[src/rtl/instruction_fetch_pkg.sv]
// Shared pipeline definitions: fetch FSM states, reset PC and NOP encoding.
package instruction_fetch_pkg;

  typedef enum logic [1:0] {
    S_IDLE  = 2'd0,
    S_FETCH = 2'd1,
    S_HOLD  = 2'd2,
    S_DRAIN = 2'd3
  } if_state_e;

  localparam logic [31:0] RESET_PC_DEFAULT = 32'h0040_0000;
  localparam logic [31:0] NOP              = 32'h0000_0000;
  localparam logic [31:0] PC_STEP          = 32'd4;

  // Branch targets are forced onto a word boundary.
  function automatic logic [31:0] align_word(input logic [31:0] a);
    return {a[31:2], 2'b00};
  endfunction

endpackage

[src/rtl/instruction_fetch.sv]
// Instruction fetch stage: drives the instruction memory request, presents
// fetched words to IF/ID, absorbs one decode stall in a skid entry and
// handles redirects, including draining an outstanding memory request.
//
// state | meaning
// IDLE  | first cycle after reset, no request
// FETCH | request at pc outstanding, completions go to outputs or skid
// HOLD  | skid full and decode stalled, no request
// DRAIN | waiting out a request issued before a redirect; its data is dropped
module instruction_fetch
  import instruction_fetch_pkg::*;
#(
  parameter logic [31:0] RESET_PC = RESET_PC_DEFAULT
) (
  input  logic        clk,
  input  logic        reset,
  output logic        imem_req,
  output logic [31:0] imem_addr,
  input  logic        imem_ready,
  input  logic [31:0] imem_rdata,
  input  logic        stall,
  input  logic        redirect,
  input  logic [31:0] redirect_target,
  output logic [31:0] pc4_out,
  output logic [31:0] instr_out,
  output logic        valid_out
);

  if_state_e   r_state, w_state_nxt;
  logic [31:0] r_pc, w_pc_nxt;
  logic [31:0] r_drain_addr, w_drain_addr_nxt;
  logic [31:0] r_pc4, w_pc4_nxt;
  logic [31:0] r_instr, w_instr_nxt;
  logic        r_valid, w_valid_nxt;
  logic        r_skid_valid, w_skid_valid_nxt;
  logic [31:0] r_skid_pc4, w_skid_pc4_nxt;
  logic [31:0] r_skid_instr, w_skid_instr_nxt;

  logic [31:0] w_pc_plus4;
  logic        w_slot_free;

  assign w_pc_plus4  = r_pc + PC_STEP;
  assign w_slot_free = !r_valid || !stall;

  // The address of a drained request is frozen separately so pc can move on.
  assign imem_req  = (r_state == S_FETCH) || (r_state == S_DRAIN);
  assign imem_addr = (r_state == S_DRAIN) ? r_drain_addr : r_pc;
  assign pc4_out   = r_pc4;
  assign instr_out = r_instr;
  assign valid_out = r_valid;

  // Next-state and datapath decisions; redirect overrides everything else.
  always_comb begin
    w_state_nxt      = r_state;
    w_pc_nxt         = r_pc;
    w_drain_addr_nxt = r_drain_addr;
    w_pc4_nxt        = r_pc4;
    w_instr_nxt      = r_instr;
    w_valid_nxt      = r_valid;
    w_skid_valid_nxt = r_skid_valid;
    w_skid_pc4_nxt   = r_skid_pc4;
    w_skid_instr_nxt = r_skid_instr;

    if (redirect) begin
      w_valid_nxt      = 1'b0;
      w_instr_nxt      = NOP;
      w_skid_valid_nxt = 1'b0;
      w_pc_nxt         = align_word(redirect_target);
      case (r_state)
        S_FETCH: begin
          if (!imem_ready) begin
            w_state_nxt      = S_DRAIN;
            w_drain_addr_nxt = r_pc;
          end
        end
        S_DRAIN: w_state_nxt = S_DRAIN;
        default: w_state_nxt = S_FETCH;
      endcase
    end else begin
      case (r_state)
        S_IDLE: w_state_nxt = S_FETCH;
        S_FETCH: begin
          if (imem_ready) begin
            w_pc_nxt = w_pc_plus4;
            if (w_slot_free) begin
              w_pc4_nxt   = w_pc_plus4;
              w_instr_nxt = imem_rdata;
              w_valid_nxt = 1'b1;
            end else begin
              w_skid_valid_nxt = 1'b1;
              w_skid_pc4_nxt   = w_pc_plus4;
              w_skid_instr_nxt = imem_rdata;
              w_state_nxt      = S_HOLD;
            end
          end else if (!stall) begin
            w_valid_nxt = 1'b0;
            w_instr_nxt = NOP;
          end
        end
        S_HOLD: begin
          if (!stall) begin
            w_pc4_nxt        = r_skid_pc4;
            w_instr_nxt      = r_skid_instr;
            w_valid_nxt      = 1'b1;
            w_skid_valid_nxt = 1'b0;
            w_state_nxt      = S_FETCH;
          end
        end
        S_DRAIN: begin
          if (imem_ready) w_state_nxt = S_FETCH;
          if (!stall) begin
            w_valid_nxt = 1'b0;
            w_instr_nxt = NOP;
          end
        end
        default: w_state_nxt = S_IDLE;
      endcase
    end
  end

  // State, PC, output slot and skid registers; reset abandons any request.
  always_ff @(posedge clk or negedge reset) begin
    if (!reset) begin
      r_state      <= S_IDLE;
      r_pc         <= RESET_PC;
      r_drain_addr <= '0;
      r_pc4        <= '0;
      r_instr      <= NOP;
      r_valid      <= 1'b0;
      r_skid_valid <= 1'b0;
      r_skid_pc4   <= '0;
      r_skid_instr <= '0;
    end else begin
      r_state      <= w_state_nxt;
      r_pc         <= w_pc_nxt;
      r_drain_addr <= w_drain_addr_nxt;
      r_pc4        <= w_pc4_nxt;
      r_instr      <= w_instr_nxt;
      r_valid      <= w_valid_nxt;
      r_skid_valid <= w_skid_valid_nxt;
      r_skid_pc4   <= w_skid_pc4_nxt;
      r_skid_instr <= w_skid_instr_nxt;
    end
  end

endmodule

[config.mk]
export PLATFORM = sky130hd
export DESIGN_NAME = instruction_fetch
export DESIGN_NICKNAME = d
export VERILOG_FILES = /design/src/rtl/instruction_fetch_pkg.sv /design/src/rtl/instruction_fetch.sv
export SDC_FILE = /design/constraint.sdc
export NUM_CORES = 1
export LEC_CHECK = 0
export ABC_AREA = 1
export CAP_MARGIN = 25
export CORE_MARGIN = 2
export CORE_UTILIZATION = 41
export CTS_BUF_LIST = sky130_fd_sc_hd__clkbuf_2 sky130_fd_sc_hd__clkbuf_4 sky130_fd_sc_hd__clkbuf_8
export CTS_CLUSTER_DIAMETER = 200
export DETAILED_ROUTE_END_ITERATION = 16
export SYNTH_ARGS = -nofsm -noshare
export SYNTH_HDL_FRONTEND = slang
export SYNTH_SLANG_ARGS = --single-unit
[constraint.sdc]
create_clock -name clk -period 2.9 [get_ports clk]
set_clock_uncertainty 0.15 [all_clocks]
set_input_delay 0.725 -clock clk [delete_from_list [all_inputs] [get_ports clk]]
set_output_delay 0.725 -clock clk [all_outputs]
set_load 0.02 [all_outputs]
==> impl_metrics.env <==
export IMPL_clk_path_buf_depth=2
export IMPL_die_w_um=159
export IMPL_htreeDepth=4
export IMPL_root_buffer="clkbuf_8"
export IMPL_vdd_drop_max_uv=473
export IMPL_setup_tns_ns=0
export IMPL_cts_setup_buffers=0
export IMPL_drt_antenna_violating_nets=0
export IMPL_multi_input_area_um2=4530
export IMPL_synth_most_common_cell="nand2_1"
export IMPL_clock_latency_ns=0.49
export IMPL_yosysSeqAreaShare_pct=47.5
export IMPL_dieArea_um2=25300
export IMPL_num_vias=9052
export IMPL_hpwlAfterDp_um=20000
export IMPL_io_pin_count=167
export IMPL_finalCriticalPeriod_ns=2.81
export IMPL_synthFlopType="dfrtp_1"
export IMPL_grt_use_total_pct=23.0
export IMPL_finalHoldViolCount=0
export IMPL_grt_overflow=0
export IMPL_drive_gt1_share_pct=8.40
export IMPL_critPathBufInv=2
export IMPL_viasPerCell=5.21
export IMPL_post_cts_resized=32
export IMPL_design_area_um2=12200
export IMPL_outcome="finished clean"
export IMPL_hold_buffers=0
export IMPL_worstSetupPathType="reg2out"
export IMPL_worstPathRequired_ns=2.03
export IMPL_synthArstFlopShare_pct=100
export IMPL_area_delta_synth_final_pct=23.8
export IMPL_die_y_um=159
export IMPL_postRouteWirelength_um=28600
export IMPL_crit_fanout=24
export IMPL_grt_antenna_before_repair=0
export IMPL_syn_area_um2=9850
export IMPL_crit_slowest_cell="dfrtp_2"
export IMPL_yosysTopAreaCell="dfrtp_1"
export IMPL_syn_avg_cell_area_um2=7.75
export IMPL_syn_inst=1271
export IMPL_cts_tree="done"
export IMPL_synth_seq_cells=187
export IMPL_setup_viol=0
export IMPL_io_buffers=160
export IMPL_max_slew_margin_pct=54.6
export IMPL_crit_path_end_kind="output pin"
export IMPL_synth_top_area_share_pct=47.3
export IMPL_ys_warn_count=0
export IMPL_placed_area_um2=11800
export IMPL_synth_commonest_cells="nand2_1 (399), dfrtp_1 (186), o21ai_0 (133)"
export IMPL_fin_nets=1477
export IMPL_min_path_type="in2async"
export IMPL_place_gp_congestion=0.885
export IMPL_slew_violations=0
export IMPL_grt_first_pass_wirelength_um=46700
export IMPL_path_cells="ha_4, buf_12, o21ai_0, dlygate4sd2_1"
export IMPL_cts_sinks=187
export IMPL_p_per_area_nw_per_um2=952
export IMPL_crit_family="buffers and inverters"
export IMPL_worst_slew_pin_slew_ns=0.681
export IMPL_period_share_pct=96.9
export IMPL_fmax_mhz=356
export IMPL_grt_pass1_vias=8860
export IMPL_numCtsBuffers=17
export IMPL_coreArea_um2=23500
export IMPL_drcViolationCount=0
export IMPL_routedWlPerCell_um=16.5
export IMPL_n_fill_cell=2341
export IMPL_cap_violations=0
export IMPL_drt_pass1_iterations=5
export IMPL_num_antenna_cells=0
export IMPL_synth_area_top_cells="dfrtp_1 (47%), nand2_1 (15%), o21ai_0 (6.8%)"
export IMPL_regArea_um2=4680
export IMPL_synth_edf_count=0
export IMPL_cpPeakStageDelay_ns=0.46
export IMPL_start_kind="register"
export IMPL_cts_clk_slew_worst_paths_ns=0.12
export IMPL_rsz0062_at_grt="false"
export IMPL_num_rows=56
export IMPL_drtIter0Drc=641
export IMPL_leakage_uw=0.00548
export IMPL_critPathArrivalTime_ns=1.93
export IMPL_ys_types=31
export IMPL_start_util_pct=41.8
export IMPL_grt_max_degree=72
==> kinds of logic after synthesis <==
logic type,after synthesis,synth area share [%]
and+or+nand+nor,593,24.5
AOI/OAI and AO/OA,289,16.0
DFF,187,47.5
buffers and inverters,156,6.88
muxes,35,4.00
xor gates and xnor gates,6,0.533
adders and majority gates,4,0.508
other,1,0.0381
==> sequential cells by signal (all words and copies together) (netlist names) <==
signal        flops
r_pc             30
valid_out         1
instr_out        32
r_skid_pc4       30
r_skid_instr     32
pc4_out          30
r_drain_addr     30
r_state           2
==> report_power, final <==
part / switching [µW] / internal [µW]
Sequential: 637 / 3640
Clock: 1070 / 726
Combinational: 3310 / 2230
Total: 5010 / 6590
==> layout make-up <==
class	instances	area share [%]
Clock buffer	18	1.98
Sequential cell	187	38.4
Tap cell	319	3.27
Inverter	75	2.31
Timing Repair Buffer	192	15.7
Multi-Input combinational cell	931	37.1
Clock inverter	14	1.25
==> through the flow <==
stage | utilization, % | std cells | hold WS (ns) | setup slack, ns | power, µW
after global routing | 51.8 | 1736 | 0.103 | 0.00596 | 12500
after detailed placement | 50.2 | 1704 | 0.315 | 0.197 | 10100
after CTS | 51.8 | 1736 | 0.0971 | 0.0518 | 11700
after global placement | 50.2 | 1704 | 0.316 | 0.227 | 9960
final | 51.8 | 1736 | 0.0752 | 0.0912 | 11600
after floorplan | - | 1274 | 0.279 | 0.593 | 7740
==> layout by cell type, fill, tap and decap left out, drive strengths merged <==
cell             n
xor2             6
clkinvlp         2
clkinv           3
dlygate4sd2     28
o21ai          163
buf             33
nand3          105
ha               4
a31oi            3
clkdlybuf4s50  127
o21bai           2
dfstp            1
bufinv           1
dfrtp          186
o221ai           2
clkbuf          20
nand2          401
mux2            35
a21oi           72
inv             83
clkdlybuf4s15    2
o211ai          46
nor2            82
a22oi            1
conb             4
nand3b           1
and2             3
nor3             1
==> worst reg2reg max path: stages (launching register included) <==
cell	delay (ns)
dfrtp_1	0.44
inv_1	0.09
ha_1	0.25
nand2_1	0.17
nor2_4	0.13
inv_2	0.11
nor2_8	0.22
buf_12	0.26
mux2_2	0.38
==> metal layers <==
layer | global-route usage [%] | up-vias | part of all wire, %
li1 | - | 4450 | -
met1 | 27.8 | 4336 | 41
met2 | 40.4 | 237 | 50
met3 | 6.04 | 29 | 6.3
met4 | 6.65 | 0 | 2.1
met5 | 0 | - | 0
==> worst paths after layout <==
path / from / cells past startpoint / endpoint / slack [ns]
max: r_state[0] / 4 / imem_addr[25] / 0.09
min: reset / 1 / r_drain_addr[27] / 0.08
max reg2reg: r_state[1] / 8 / r_skid_pc4[9] / 0.57
min reg2reg: pc4_out[26] / 2 / pc4_out[26] / 0.34
max in group asynchronous: reset / 2 / instr_out[3] / 1.75
min in group clk: pc4_out[26] / 2 / pc4_out[26] / 0.34
Note: power is estimated with default switching activity, not from simulation.
